===== src/rtl/fp_addsub_pipe.sv =====
// fp_addsub_pipe: three-stage floating-point adder/subtractor with
// round-to-nearest-even, subnormals, inf/NaN handling and exception flags.
// Ports: clk, rst (sync, active high); in_valid/in_ready, a, b, sub;
//   out_valid/out_ready, result, flg_invalid, flg_overflow, flg_inexact.
module fp_addsub_pipe #(
  parameter int EXP_W = 8,
  parameter int MAN_W = 23
) (
  input  logic                 clk,
  input  logic                 rst,
  input  logic                 in_valid,
  output logic                 in_ready,
  input  logic [EXP_W+MAN_W:0] a,
  input  logic [EXP_W+MAN_W:0] b,
  input  logic                 sub,
  output logic                 out_valid,
  input  logic                 out_ready,
  output logic [EXP_W+MAN_W:0] result,
  output logic                 flg_invalid,
  output logic                 flg_overflow,
  output logic                 flg_inexact
);

  localparam int W   = 1 + EXP_W + MAN_W;
  localparam int M4  = MAN_W + 4;
  localparam int EW1 = EXP_W + 1;

  localparam logic [EXP_W-1:0] EXP_MAX = {EXP_W{1'b1}};
  localparam logic [EXP_W-1:0] EXP_ONE =
    {{(EXP_W-1){1'b0}}, 1'b1};
  localparam logic [EXP_W:0] EW1_ONE =
    {{EXP_W{1'b0}}, 1'b1};
  localparam logic [W-1:0] QNAN =
    {1'b0, EXP_MAX, 1'b1, {(MAN_W-1){1'b0}}};

  typedef struct packed {
    logic             spc;
    logic             inv;
    logic [W-1:0]     spc_res;
    logic             sx;
    logic             sy;
    logic [EXP_W-1:0] ex;
    logic [M4-1:0]    mx;
    logic [M4-1:0]    my;
  } s1_t;

  typedef struct packed {
    logic             spc;
    logic             inv;
    logic [W-1:0]     spc_res;
    logic             sx;
    logic             sy;
    logic [EXP_W-1:0] ex;
    logic [M4:0]      sum;
  } s2_t;

  function automatic logic [31:0] lzc(
    input logic [M4-1:0] v
  );
    logic [31:0] n;
    logic        hit;
    n   = 32'(M4);
    hit = 1'b0;
    for (int i = M4 - 1; i >= 0; i--) begin
      if (!hit && v[i]) begin
        n   = 32'(M4 - 1 - i);
        hit = 1'b1;
      end
    end
    return n;
  endfunction

  // Whole-pipe stall: only a held output blocks.
  logic adv;
  assign adv      = !(out_valid && !out_ready);
  assign in_ready = adv;

  logic v1, v2;
  s1_t  s1_d, s1_q;
  s2_t  s2_d, s2_q;

  // ---------------- stage 1: unpack, specials, align
  logic             sa, sb;
  logic [EXP_W-1:0] ea, eb;
  logic [MAN_W-1:0] fa, fb;
  logic             nan_a, nan_b, inf_a, inf_b;
  logic             a_ge;

  assign sa = a[W-1];
  assign sb = b[W-1] ^ sub;
  assign ea = a[W-2 -: EXP_W];
  assign eb = b[W-2 -: EXP_W];
  assign fa = a[MAN_W-1:0];
  assign fb = b[MAN_W-1:0];

  assign nan_a = (ea == EXP_MAX) && (fa != '0);
  assign nan_b = (eb == EXP_MAX) && (fb != '0);
  assign inf_a = (ea == EXP_MAX) && (fa == '0);
  assign inf_b = (eb == EXP_MAX) && (fb == '0);
  assign a_ge  = {ea, fa} >= {eb, fb};

  logic [EXP_W-1:0] ex_r, ey_r, ex_e, ey_e, d;
  logic [MAN_W-1:0] fx, fy;
  logic [M4-1:0]    y_full, y_shr, y_mask, y_al;
  logic             y_lost;

  always_comb begin
    ex_r = a_ge ? ea : eb;
    ey_r = a_ge ? eb : ea;
    fx   = a_ge ? fa : fb;
    fy   = a_ge ? fb : fa;
    ex_e = (ex_r == '0) ? EXP_ONE : ex_r;
    ey_e = (ey_r == '0) ? EXP_ONE : ey_r;
    d    = ex_e - ey_e;
    y_full = {ey_r != '0, fy, 3'b000};
    y_shr  = y_full >> d;
    y_mask = ~({M4{1'b1}} << d);
    y_lost = |(y_full & y_mask);
    // Far shifts collapse the whole operand into sticky.
    if (32'(d) >= 32'(M4 - 1)) begin
      y_al = {{(M4-1){1'b0}}, |y_full};
    end else begin
      y_al = {y_shr[M4-1:1], y_shr[0] | y_lost};
    end
  end

  always_comb begin
    s1_d    = '0;
    s1_d.sx = a_ge ? sa : sb;
    s1_d.sy = a_ge ? sb : sa;
    s1_d.ex = ex_e;
    s1_d.mx = {ex_r != '0, fx, 3'b000};
    s1_d.my = y_al;
    if (nan_a || nan_b ||
        (inf_a && inf_b && (sa != sb))) begin
      s1_d.spc     = 1'b1;
      s1_d.inv     = 1'b1;
      s1_d.spc_res = QNAN;
    end else if (inf_a) begin
      s1_d.spc     = 1'b1;
      s1_d.spc_res = {sa, EXP_MAX, {MAN_W{1'b0}}};
    end else if (inf_b) begin
      s1_d.spc     = 1'b1;
      s1_d.spc_res = {sb, EXP_MAX, {MAN_W{1'b0}}};
    end
  end

  // ---------------- stage 2: add / subtract
  always_comb begin
    s2_d         = '0;
    s2_d.spc     = s1_q.spc;
    s2_d.inv     = s1_q.inv;
    s2_d.spc_res = s1_q.spc_res;
    s2_d.sx      = s1_q.sx;
    s2_d.sy      = s1_q.sy;
    s2_d.ex      = s1_q.ex;
    // |X| >= |Y|, so the difference never goes negative.
    if (s1_q.sx ^ s1_q.sy) begin
      s2_d.sum = {1'b0, s1_q.mx} - {1'b0, s1_q.my};
    end else begin
      s2_d.sum = {1'b0, s1_q.mx} + {1'b0, s1_q.my};
    end
  end

  // ---------------- stage 3: normalise, round, pack
  logic [M4:0]      sm;
  logic [M4-1:0]    nm;
  logic [EXP_W:0]   ne, re;
  logic [31:0]      lz, lim, sh;
  logic             g, r, st, lsb, rup;
  logic [MAN_W+1:0] mr;
  logic [MAN_W:0]   mn;
  logic             zero, ovf;
  logic [W-1:0]     res_d;
  logic             inv_d, ovf_d, inx_d;

  assign sm = s2_q.sum;

  always_comb begin
    lz  = lzc(sm[M4-1:0]);
    lim = 32'(s2_q.ex) - 32'd1;
    sh  = '0;
    if (sm[M4]) begin
      nm = {sm[M4:2], sm[1] | sm[0]};
      ne = {1'b0, s2_q.ex} + EW1_ONE;
    end else begin
      // Never normalise below the minimum exponent.
      sh = (lz < lim) ? lz : lim;
      nm = sm[M4-1:0] << sh;
      ne = {1'b0, s2_q.ex} - EW1'(sh);
      if (!nm[M4-1]) begin
        ne = '0;
      end
    end
    g   = nm[2];
    r   = nm[1];
    st  = nm[0];
    lsb = nm[3];
    rup = g & (r | st | lsb);
    mr  = {1'b0, nm[M4-1:3]}
        + {{(MAN_W+1){1'b0}}, rup};
    re  = ne;
    if (mr[MAN_W+1]) begin
      mn = mr[MAN_W+1:1];
      re = ne + EW1_ONE;
    end else begin
      mn = mr[MAN_W:0];
      // Subnormal that rounded up into the normal range.
      if (ne == '0 && mr[MAN_W]) begin
        re = EW1_ONE;
      end
    end
    zero = (sm == '0);
    ovf  = re >= {1'b0, EXP_MAX};

    res_d = {s2_q.sx, re[EXP_W-1:0], mn[MAN_W-1:0]};
    inv_d = 1'b0;
    ovf_d = 1'b0;
    inx_d = g | r | st;
    if (s2_q.spc) begin
      res_d = s2_q.spc_res;
      inv_d = s2_q.inv;
      inx_d = 1'b0;
    end else if (ovf) begin
      res_d = {s2_q.sx, EXP_MAX, {MAN_W{1'b0}}};
      ovf_d = 1'b1;
      inx_d = 1'b1;
    end else if (zero) begin
      // Only (-0)+(-0) keeps a negative zero.
      res_d = {s2_q.sx & s2_q.sy, {(W-1){1'b0}}};
    end
  end

  // ---------------- registers
  always_ff @(posedge clk) begin
    if (rst) begin
      v1 <= 1'b0;
      v2 <= 1'b0;
    end else if (adv) begin
      v1 <= in_valid;
      v2 <= v1;
    end
  end

  always_ff @(posedge clk) begin
    if (adv) begin
      s1_q <= s1_d;
      s2_q <= s2_d;
    end
  end

  always_ff @(posedge clk) begin
    if (rst) begin
      out_valid    <= 1'b0;
      result       <= '0;
      flg_invalid  <= 1'b0;
      flg_overflow <= 1'b0;
      flg_inexact  <= 1'b0;
    end else if (adv) begin
      out_valid <= v2;
      if (v2) begin
        result       <= res_d;
        flg_invalid  <= inv_d;
        flg_overflow <= ovf_d;
        flg_inexact  <= inx_d;
      end
    end
  end

endmodule

===== config.mk =====
export PLATFORM = sky130hd
export DESIGN_NAME = fp_addsub_pipe
export DESIGN_NICKNAME = d
export VERILOG_FILES = /design/src/rtl/fp_addsub_pipe.sv
export SDC_FILE = /design/constraint.sdc
export NUM_CORES = 1
export LEC_CHECK = 0
export BUFFER_PORTS_ARGS = -buffer_cell sky130_fd_sc_hd__buf_2
export CAP_MARGIN = 20
export CORE_ASPECT_RATIO = 2
export CORE_UTILIZATION = 33
export CTS_BUF_LIST = sky130_fd_sc_hd__clkbuf_8 sky130_fd_sc_hd__clkbuf_16
export DETAILED_ROUTE_END_ITERATION = 12
export PLACE_DENSITY_LB_ADDON = 0.08
export SETUP_SLACK_MARGIN = 0.4
export SLEW_MARGIN = 20
export SYNTH_ARGS = -nofsm -noshare
export SYNTH_HDL_FRONTEND = slang
export SYNTH_SLANG_ARGS = --single-unit

===== constraint.sdc =====
create_clock -name clk -period 16.7 [get_ports clk]
set_clock_uncertainty 0.15 [all_clocks]
set_input_delay 3.34 -clock clk [delete_from_list [all_inputs] [get_ports clk]]
set_output_delay 3.34 -clock clk [all_outputs]
set_load 0.005 [all_outputs]

==> results.cfg, run 1 <==
[worst_setup_path]
worst_r2r_endpoint = result[19]
cp.required_ns = 16.75
cp_num_buf_inv = 7
critPathTopFamily = compound AO/OA/AOI/OAI gates
critical-path-max-stage-delay_ns = 0.63
worst_path_slowest_cell = sky130_fd_sc_hd__mux2_2
reg2reg_depth = 30
worst_ep_arrival_time_ns = 11.33
critical_path_class = primary input to register
cp-start-kind = primary input
reg2reg_from = sm[22]
reg2reg_setup_slack_ns = 7.39
crit_path_end_kind = register
critPathMaxFanout = 36
critical-path-top-cell-by-count = sky130_fd_sc_hd__inv_1

[floorplan]
io-pin-count = 106
die-width_um = 150.6
floorplan.die_area_um2 = 45080
core_region_area_um2 = 43510
rows = 108
initial_core_util_pct = 33.51
floorplan.die.height_um = 299.3

[clock_network]
hold_buffers = 0
cts_resized = 0
worst_setup_hold_path_clk_slew_ns = 0.06
clockBufferDepth = 2
clock_sink_count = 145
clk_latency_worst_skew_pair_ns = 0.46
cts_made_buffers = 17
cts.repair_timing.setup_buffer_count = 0
clock-root-buffer = sky130_fd_sc_hd__clkbuf_16
cts.htree.levels = 4
cts_tree = yes

[status]
run_status = completed

[route]
wl_per_cell_um = 23.60
routed_via_density = 5.784
via_count = 13760
totalWireLength_um = 56150
remaining_drc_errors = 0
drt_iter0_markers = 715
first_pass_iteration_count_of_the_detailed_router = 7
drtAntennaViolNets = 0

[placement]
gpl.final_weighted_congestion = 0.9718
port-buffer-count = 105
placedInstanceArea_um2 = 15760
detailedPlace.worstSlack_ns = 4.925
hpwl_um = 46100

[layout]
post-route-cell-area_um2 = 16330
number_of_nets_in_the_final_layout = 1990
drive_above_1_share_pct = 14.65
syn_to_final_growth_pct = 12.02
n_antenna_cell = 0

[min_path]
holdCritStartpoint = s1_q[93]
hold_depth = 0
hold_end = s2_q[68]
timing.hold.worst.class = register to register

[timing]
fin_crit_sh_pct = 67.54
report.final.hold_viol_count = 0
timing.final.ws_setup_ns = 5.420
tns_ns = 0
timing_max_transition_violations_final = 0
timing.fmax_mhz = 88.65
setup_viol = 0
timing.max_slew.rel_slack_pct = 36.34
fin_worst_hold_slack_ns = 0.2731
min_period_ns = 11.28
grt_setup_unrepaired = no
worst_slew_pin_slew_ns = 0.9283

[grt]
grt_start_max_net_pins = 61
antenna_found_initial = 0
first_global_vias = 14090
overflow = 0
grt_pass1_wl_um = 83750
grt_use_total_pct = 25.42

[synthesis]
synth-seq-cells = 145
synth-edff-count = 107
synth_cells = 1740
syn-num-nets = 1914
synth_warn = 0
syn-mean-instance-area_um2 = 8.380
synth_seq_area_share_pct = 27.25
synth.lib_cells_used.distinct = 104
ys_dominant_reg_cell = sky130_fd_sc_hd__edfxtp_1
mappedNetlistArea_um2 = 14580
asyncSetResetFlopFracSynth_pct = 0

[power]
cellPowerDensity_nw_per_um2 = 138.7
cellLeakagePower_uw = 0.006640
vdd_ir_drop_max_mv = 0.07537

[run]
max_cap_viol_count = 0
-- kinds of logic (layout without fill, tap and decap cells) --
kind of cell | after synthesis | in the layout | share of synthesized area, %
AOI/OAI and AO/OA | 491 | 491 | 23.14
xor gates and xnor gates | 77 | 77 | 4.625
adders and majority gates | 105 | 105 | 9.164
buffers and inverters | 206 | 295 | 5.689
DFF | 145 | 145 | 27.25
muxes | 145 | 145 | 11.27
other | 1 | 1 | 0.02572
and+or+nand+nor | 570 | 570 | 18.83
-- sequential cells by signal (all words and copies together) (netlist names) --
name,count
flg_invalid,1
s2_q,14
out_valid,1
v2,1
s1_q,65
v1,1
flg_overflow,1
sm,28
flg_inexact,1
result,32
-- cell usage in the layout (no fill, tap or decap), types with 7 or more instances in the layout --
cell / n
sky130_fd_sc_hd__dfxtp_1: 38
sky130_fd_sc_hd__buf_2: 105
sky130_fd_sc_hd__nor4_1: 23
sky130_fd_sc_hd__edfxtp_1: 107
sky130_fd_sc_hd__a21oi_1: 111
sky130_fd_sc_hd__a211oi_1: 18
sky130_fd_sc_hd__mux2_2: 45
sky130_fd_sc_hd__mux2i_1: 88
sky130_fd_sc_hd__and3_1: 8
sky130_fd_sc_hd__nand3_1: 60
sky130_fd_sc_hd__or4_1: 8
sky130_fd_sc_hd__a31oi_1: 27
sky130_fd_sc_hd__o211ai_1: 27
sky130_fd_sc_hd__nor2_1: 166
sky130_fd_sc_hd__xnor2_1: 41
sky130_fd_sc_hd__nand4_1: 26
sky130_fd_sc_hd__o21a_1: 18
sky130_fd_sc_hd__a21o_1: 25
sky130_fd_sc_hd__nor3_1: 40
sky130_fd_sc_hd__o21ai_0: 87
sky130_fd_sc_hd__a32oi_1: 10
sky130_fd_sc_hd__nor2b_1: 13
sky130_fd_sc_hd__buf_4: 34
sky130_fd_sc_hd__ha_1: 102
sky130_fd_sc_hd__mux4_2: 9
sky130_fd_sc_hd__nand2_1: 165
sky130_fd_sc_hd__nand2b_1: 15
sky130_fd_sc_hd__o21bai_1: 15
sky130_fd_sc_hd__inv_1: 120
sky130_fd_sc_hd__o31ai_1: 14
sky130_fd_sc_hd__a22o_1: 14
sky130_fd_sc_hd__a22oi_1: 29
sky130_fd_sc_hd__a221oi_1: 7
sky130_fd_sc_hd__clkbuf_16: 17
sky130_fd_sc_hd__o22ai_1: 13
sky130_fd_sc_hd__xor2_1: 31
-- final cells by class --
type / count / area (um2)
clock buffer: 17 / 425.4
clock inverter: 15 / 153.9
fill: 4561 / 27180
inverter: 124 / 471.7
multi-input combinational: 1389 / 9841
sequential: 145 / 3974
tap: 550 / 688.2
timing repair buffer: 139 / 780.7
-- per-stage QoR --
stage | utilization (%) | total power, uW | std cells
2_1_floorplan | - | 1429 | 1740
3_3_place_gp | 36.21 | 1862 | 2347
3_5_place_dp | 36.21 | 1863 | 2347
4_1_cts | 37.54 | 2257 | 2379
5_1_grt | 37.54 | 2403 | 2379
6_report | 37.54 | 2266 | 2379
-- how the worst max path moves through the flow --
stage               start      end  slack, ns  cells past startpoint
global placement     b[1]  s1_q[0]       5.03                     38
detailed placement   b[1]  s1_q[0]       4.92                     38
global route         b[1]  s1_q[0]       4.70                     38
CTS                  b[1]  s1_q[0]       5.41                     38
floorplan           b[24]  s1_q[0]       5.40                     33
finish               b[1]  s1_q[0]       5.42                     38
-- synth_stat cells, types with 5 or more instances --
master	number	area, um2
sky130_fd_sc_hd__nor2_1	166	623.1
sky130_fd_sc_hd__nand2_1	165	619.3
sky130_fd_sc_hd__inv_1	119	446.7
sky130_fd_sc_hd__a21oi_1	111	555.5
sky130_fd_sc_hd__edfxtp_1	107	3213
sky130_fd_sc_hd__ha_1	102	1276
sky130_fd_sc_hd__mux2i_1	88	880.8
sky130_fd_sc_hd__o21ai_0	87	435.4
sky130_fd_sc_hd__clkbuf_1	60	225.2
sky130_fd_sc_hd__nand3_1	60	300.3
sky130_fd_sc_hd__mux2_2	45	506.7
sky130_fd_sc_hd__xnor2_1	44	385.4
sky130_fd_sc_hd__nor3_1	40	200.2
sky130_fd_sc_hd__dfxtp_1	38	760.7
sky130_fd_sc_hd__xor2_1	33	289.0
sky130_fd_sc_hd__a22oi_1	29	217.7
sky130_fd_sc_hd__a31oi_1	27	168.9
sky130_fd_sc_hd__o211ai_1	27	202.7
sky130_fd_sc_hd__nand4_1	26	162.7
sky130_fd_sc_hd__a21o_1	25	187.7
sky130_fd_sc_hd__nor4_1	23	143.9
sky130_fd_sc_hd__a211oi_1	18	135.1
sky130_fd_sc_hd__o21a_1	18	135.1
sky130_fd_sc_hd__nand2b_1	16	100.1
sky130_fd_sc_hd__o21bai_1	15	112.6
sky130_fd_sc_hd__a22o_1	14	122.6
sky130_fd_sc_hd__o31ai_1	14	105.1
sky130_fd_sc_hd__nor2b_1	13	81.33
sky130_fd_sc_hd__o22ai_1	13	81.33
sky130_fd_sc_hd__a32oi_1	10	87.58
sky130_fd_sc_hd__buf_2	10	50.05
sky130_fd_sc_hd__mux4_2	9	202.7
sky130_fd_sc_hd__a221oi_1	8	70.07
sky130_fd_sc_hd__and3_1	8	50.05
sky130_fd_sc_hd__or4_1	8	60.06
sky130_fd_sc_hd__buf_1	7	26.28
sky130_fd_sc_hd__a32o_1	6	60.06
sky130_fd_sc_hd__and2_1	6	37.54
sky130_fd_sc_hd__or2_2	6	37.54
sky130_fd_sc_hd__o311ai_0	5	43.79
sky130_fd_sc_hd__or3_1	5	31.28
-- power breakdown --
group / internal, uW / switching [uW] / leakage, uW
clock network: 209 / 175 / 0.000283
logic: 469 / 854 / 0.00488
registers: 459 / 98.6 / 0.00148
total: 1140 / 1130 / 0.00664
-- per-layer routing --
layer	GRT usage [%]	wire, um
met2	50.04	31480
met3	3.075	1608
met5	0	0
met1	21.13	17430
met4	23.19	5630
No activity file was read; power rests on OpenSTA's default activity.
==> run 2, diff against run 1 <==
==> constraint.sdc (replaced) <==
create_clock -name clk -period 11.1 [get_ports clk]
set_clock_uncertainty 0.15 [all_clocks]
set_input_delay 2.22 -clock clk [delete_from_list [all_inputs] [get_ports clk]]
set_output_delay 2.22 -clock clk [all_outputs]
set_load 0.005 [all_outputs]
==> run 2 against run 1 <==
  * Count of clock-buffer cells in the layout stayed put
  * Die area unchanged
  * Wire length rose by 6.0%
  * Clock power is 61% higher
  * Register-to-register slack worse by 5.4 ns
  * Via count is 1.3% higher
  * Cell area increased by 0.83%
  * Critical path depth fell by 3
  * Setup slack lost 4.2 ns
  * Non-clock buffer count up 12
  * Largest power group unchanged
  * Highest routed layer unchanged
==> results.cfg, run 2 (same netlist as run 1, synthesis figures left out) <==
[status]
run_status = completed

[worst_setup_path]
reg2reg_from = sm[21]
reg2reg_depth = 31
critPathMaxFanout = 17
cp-start-kind = primary input
critical-path-top-cell-by-count = sky130_fd_sc_hd__inv_1
worst_r2r_endpoint = result[11]
critical_path_class = primary input to register
critical-path-max-stage-delay_ns = 0.83
worst_path_slowest_cell = sky130_fd_sc_hd__a221oi_4
cp.required_ns = 11.15
worst_ep_arrival_time_ns = 9.92
reg2reg_setup_slack_ns = 1.96
crit_path_end_kind = register

[clock_network]
cts_tree = yes
cts_resized = 0
clockBufferDepth = 2
clock_sink_count = 145
cts_made_buffers = 17
worst_setup_hold_path_clk_slew_ns = 0.07
cts.repair_timing.setup_buffer_count = 0
clock-root-buffer = sky130_fd_sc_hd__clkbuf_16
clk_latency_worst_skew_pair_ns = 0.46
hold_buffers = 0
cts.htree.levels = 4

[route]
remaining_drc_errors = 0
routed_via_density = 5.830
wl_per_cell_um = 24.89
drtAntennaViolNets = 0
first_pass_iteration_count_of_the_detailed_router = 5
drt_iter0_markers = 714
via_count = 13940
totalWireLength_um = 59520

[floorplan]
die-width_um = 150.6
core_region_area_um2 = 43510
floorplan.die.height_um = 299.3
rows = 108
initial_core_util_pct = 33.51
floorplan.die_area_um2 = 45080
io-pin-count = 106

[placement]
placedInstanceArea_um2 = 15860
hpwl_um = 48990
port-buffer-count = 105
detailedPlace.worstSlack_ns = 0.6599
gpl.final_weighted_congestion = 0.9789

[layout]
final_common_cell = sky130_fd_sc_hd__nor2_1
number_of_flip_flops_in_the_largest_register = 65
number_of_nets_in_the_final_layout = 2002
syn_to_final_growth_pct = 12.95
final_core_util_pct = 37.85
layout.cells.most_common_list = sky130_fd_sc_hd__nor2_1, sky130_fd_sc_hd__nand2_1, sky130_fd_sc_hd__inv_1
post-route-cell-area_um2 = 16470
drive_above_1_share_pct = 15.43
n_antenna_cell = 0
registers.top_by_ff_count = s1_q

[timing]
fin_crit_sh_pct = 88.96
worst_slew_pin_slew_ns = 1.213
grt_setup_unrepaired = no
timing.final.ws_setup_ns = 1.226
timing.fmax_mhz = 101.3
timing_max_transition_violations_final = 0
report.final.hold_viol_count = 0
setup_viol = 0
tns_ns = 0
timing.max_slew.rel_slack_pct = 18.36
min_period_ns = 9.874

[run]
max_cap_viol_count = 0

[power]
cellLeakagePower_uw = 0.006719
vdd_ir_drop_max_mv = 0.09262
cellPowerDensity_nw_per_um2 = 212.5
fin_total_pwr_uw = 3500

[min_path]
holdCritStartpoint = s1_q[93]
timing.hold.worst.class = register to register
hold_depth = 0
hold_end = s2_q[68]

[grt]
overflow = 0
grt_start_max_net_pins = 63
antenna_found_initial = 0
grt_use_total_pct = 26.91
grt_pass1_wl_um = 87000
first_global_vias = 13910
## run 2: stage by stage
step,std cells,hold WS (ns)
6_report,2391,0.2696
2_1_floorplan,1740,0.2503
4_1_cts,2391,0.2713
3_5_place_dp,2359,0.2545
5_1_grt,2391,0.2928
3_3_place_gp,2359,0.2539
## run 2: worst max-delay path by stage
| stage | start | end | slack [ns] | cells after the start |
|---|---|---|---|---|
| 5_1_grt | b[24] | s1_q[0] | 0.71 | 35 |
| 4_1_cts | b[24] | s1_q[0] | 1.13 | 35 |
| 6_report | b[24] | s1_q[0] | 1.23 | 35 |
| 2_1_floorplan | b[24] | s1_q[0] | 0.92 | 33 |
| 3_3_place_gp | b[24] | s1_q[0] | 0.61 | 35 |
| 3_5_place_dp | b[24] | s1_q[0] | 0.66 | 35 |
## run 2: layout make-up
type / instances / area [um2]
Clock inverter: 15 / 187.7
Sequential cell: 145 / 3974
Timing Repair Buffer: 151 / 870.8
Inverter: 124 / 471.7
Multi-Input combinational cell: 1389 / 9852
Tap cell: 550 / 688.2
Clock buffer: 17 / 425.4
Fill cell: 4521 / 27040
## run 2: critical path: cells and delay by family
family / cells / cell delay, ns
AOI/OAI and AO/OA: 16 / 4.09
buffers and inverters: 6 / 0.43
and+or+nand+nor: 8 / 1.66
adders and majority gates: 3 / 0.79
muxes: 2 / 0.73
## run 2: routing by layer
metal,vias to the layer above,routed length [um],global-route usage (%)
met5,-,0,0
met4,0,5125,21.48
met3,181,1878,3.349
met2,488,34710,54.85
met1,6605,17800,21.89
li1,6666,-,-
## run 2: where the power goes
| group | leakage (uW) | internal, uW | total (uW) | switching [uW] |
|---|---|---|---|---|
| Sequential | 0.00148 | 691 | 848 | 157 |
| Clock | 0.000301 | 344 | 618 | 274 |
| Combinational | 0.00494 | 718 | 2030 | 1320 |
==> run 3, diff against run 2 <==
--- a/config.mk
+++ b/config.mk
@@ -12,6 +12,7 @@
 export CTS_BUF_LIST = sky130_fd_sc_hd__clkbuf_8 sky130_fd_sc_hd__clkbuf_16
 export DETAILED_ROUTE_END_ITERATION = 12
 export PLACE_DENSITY_LB_ADDON = 0.08
+export RECOVER_POWER = 50
 export SETUP_SLACK_MARGIN = 0.4
 export SLEW_MARGIN = 20
 export SYNTH_ARGS = -nofsm -noshare
==> run 3 against run 2 <==
  * Setup slack got worse by 0.0065 ns
  * Non-clock buffer count did not move
  * Final cell count did not move
  * Hold slack barely moved
  * Combinational power barely moved
  * Fmax barely moved
  * Sequential share of layout area rose by 0.085 points
  * Critical endpoint unchanged
  * The run now ends with capacitance limit, slew limit left
  * Critical path type unchanged
  * Register-to-register slack got worse by 0.05 ns
  * Critical path depth did not move
  * Die area did not move
==> results.cfg, run 3 (same netlist as run 1, synthesis figures left out) <==
[status]
run_status = complete, but fails checks
failing_checks = capacitance limit, slew limit

[route]
remaining_drc_errors = 0
totalWireLength_um = 59580
drt_iter0_markers = 714
routed_via_density = 5.837
drtAntennaViolNets = 0
via_count = 13960
wl_per_cell_um = 24.92
first_pass_iteration_count_of_the_detailed_router = 6

[timing]
tns_ns = 0
worst_slew_pin_slew_ns = 3.181
timing.fmax_mhz = 101.2
fin_crit_sh_pct = 89.01
setup_viol = 0
report.final.hold_viol_count = 0
min_period_ns = 9.881
grt_setup_unrepaired = no
timing.max_slew.rel_slack_pct = -112.1
timing_max_transition_violations_final = 150

[worst_setup_path]
cp-start-kind = primary input
critical_path_class = primary input to register
crit_path_end_kind = register
critPathMaxFanout = 17
reg2reg_setup_slack_ns = 1.91
worst_path_slowest_cell = sky130_fd_sc_hd__a2111oi_0
reg2reg_depth = 29
critical-path-max-stage-delay_ns = 0.83
critical-path-top-cell-by-count = sky130_fd_sc_hd__inv_1
worst_ep_arrival_time_ns = 9.93
cp.required_ns = 11.15

[clock_network]
clk_latency_worst_skew_pair_ns = 0.46
cts_tree = yes
hold_buffers = 0
clock_sink_count = 145
cts_resized = 0
cts.htree.levels = 4
clockBufferDepth = 2
cts.repair_timing.setup_buffer_count = 0
worst_setup_hold_path_clk_slew_ns = 0.07
cts_made_buffers = 17
clock-root-buffer = sky130_fd_sc_hd__clkbuf_16

[layout]
registers.top_by_ff_count = s1_q
syn_to_final_growth_pct = 12.55
final_common_cell = sky130_fd_sc_hd__nor2_1
drive_above_1_share_pct = 13.63
post-route-cell-area_um2 = 16410
layout.cells.most_common_list = sky130_fd_sc_hd__nor2_1, sky130_fd_sc_hd__nand2_1, sky130_fd_sc_hd__inv_1
n_antenna_cell = 0
final-instance-count-excl-fill = 2391
filler_cell_count = 4543
number_of_nets_in_the_final_layout = 2002
number_of_flip_flops_in_the_largest_register = 65

[run]
max_cap_viol_count = 3

[min_path]
hold_depth = 0
timing.hold.worst.class = register to register

[grt]
grt_start_max_net_pins = 63
overflow = 0
antenna_found_initial = 0
first_global_vias = 13910
grt_pass1_wl_um = 87000
grt_use_total_pct = 26.91

[placement]
port-buffer-count = 105
gpl.final_weighted_congestion = 0.9789
hpwl_um = 48990
placedInstanceArea_um2 = 15860
post-place-cells = 2359

[power]
cellLeakagePower_uw = 0.006582
seqPwrFrac_pct = 24.3
net-switching-power_uw = 1751
cellInternalPower_uw = 1749
power.combinational.fraction_pct = 58.1
p_clk_share_pct = 17.6
swShare_pct = 50.03
cellPowerDensity_nw_per_um2 = 213.2
vdd_ir_drop_max_mv = 0.09276

[floorplan]
core_region_area_um2 = 43510
initial_core_util_pct = 33.51
floorplan.die_area_um2 = 45080
die-width_um = 150.6
floorplan.die.height_um = 299.3
io-pin-count = 106
rows = 108
==> run 3: cell types whose count changed in the layout (fill, tap and decap cells not counted), sizes merged <==
cell	change
clkbuf	+32
buf	-32
==> run 3: final cells by class <==
class / count / area (um2) / area share, %
Clock inverter: 15 / 187.7 / 1.144
Sequential cell: 145 / 3974 / 24.21
Timing Repair Buffer: 151 / 820.8 / 5.001
Tap cell: 550 / 688.2 / 4.193
Multi-Input combinational cell: 1389 / 9844 / 59.98
Clock buffer: 17 / 425.4 / 2.592
Inverter: 124 / 471.7 / 2.874
==> run 3: metrics by stage <==
step / power (uW) / util [%] / hold slack, ns / worst slack (ns)
after floorplan: 2150 / - / 0.2503 / 0.9155
after global placement: 2864 / 36.43 / 0.2539 / 0.6066
after detailed placement: 2861 / 36.44 / 0.2545 / 0.6599
after CTS: 3493 / 37.85 / 0.2713 / 1.130
after global routing: 3699 / 37.72 / 0.2928 / 0.7120
final: 3500 / 37.72 / 0.2694 / 1.219
==> run 3: power groups by stage <==
stage               Sequential, uW  Clock, uW  Combinational, uW
floorplan                      764          0               1390
global placement               855          0               2010
detailed placement             857          0               2000
CTS                            845        636               2010
global route                   859        654               2190
finish                         849        618               2030
==> run 3: layer usage <==
layer	track usage [%]	vias up	wire (um)
met2	54.85	464	34760
li1	-	6669	-
met1	21.89	6642	18050
met5	0	-	0
met3	3.349	181	1676
met4	21.48	0	5095
==> run 3: worst max-delay path, delay by kind of cell <==
kind	cells	cell delay (ns)
compound gates	16	4.09
simple gates	8	1.67
fa+ha+maj	3	0.79
mux	2	0.73
buf+inv	6	0.43
==> run 3: worst paths after layout <==
path	startpoint	endpoint
setup reg to reg	sm[21]	result[11]
setup / recovery	b[24]	s1_q[0]
hold / removal	s1_q[93]	s2_q[68]
hold reg to reg	s1_q[93]	s2_q[68]
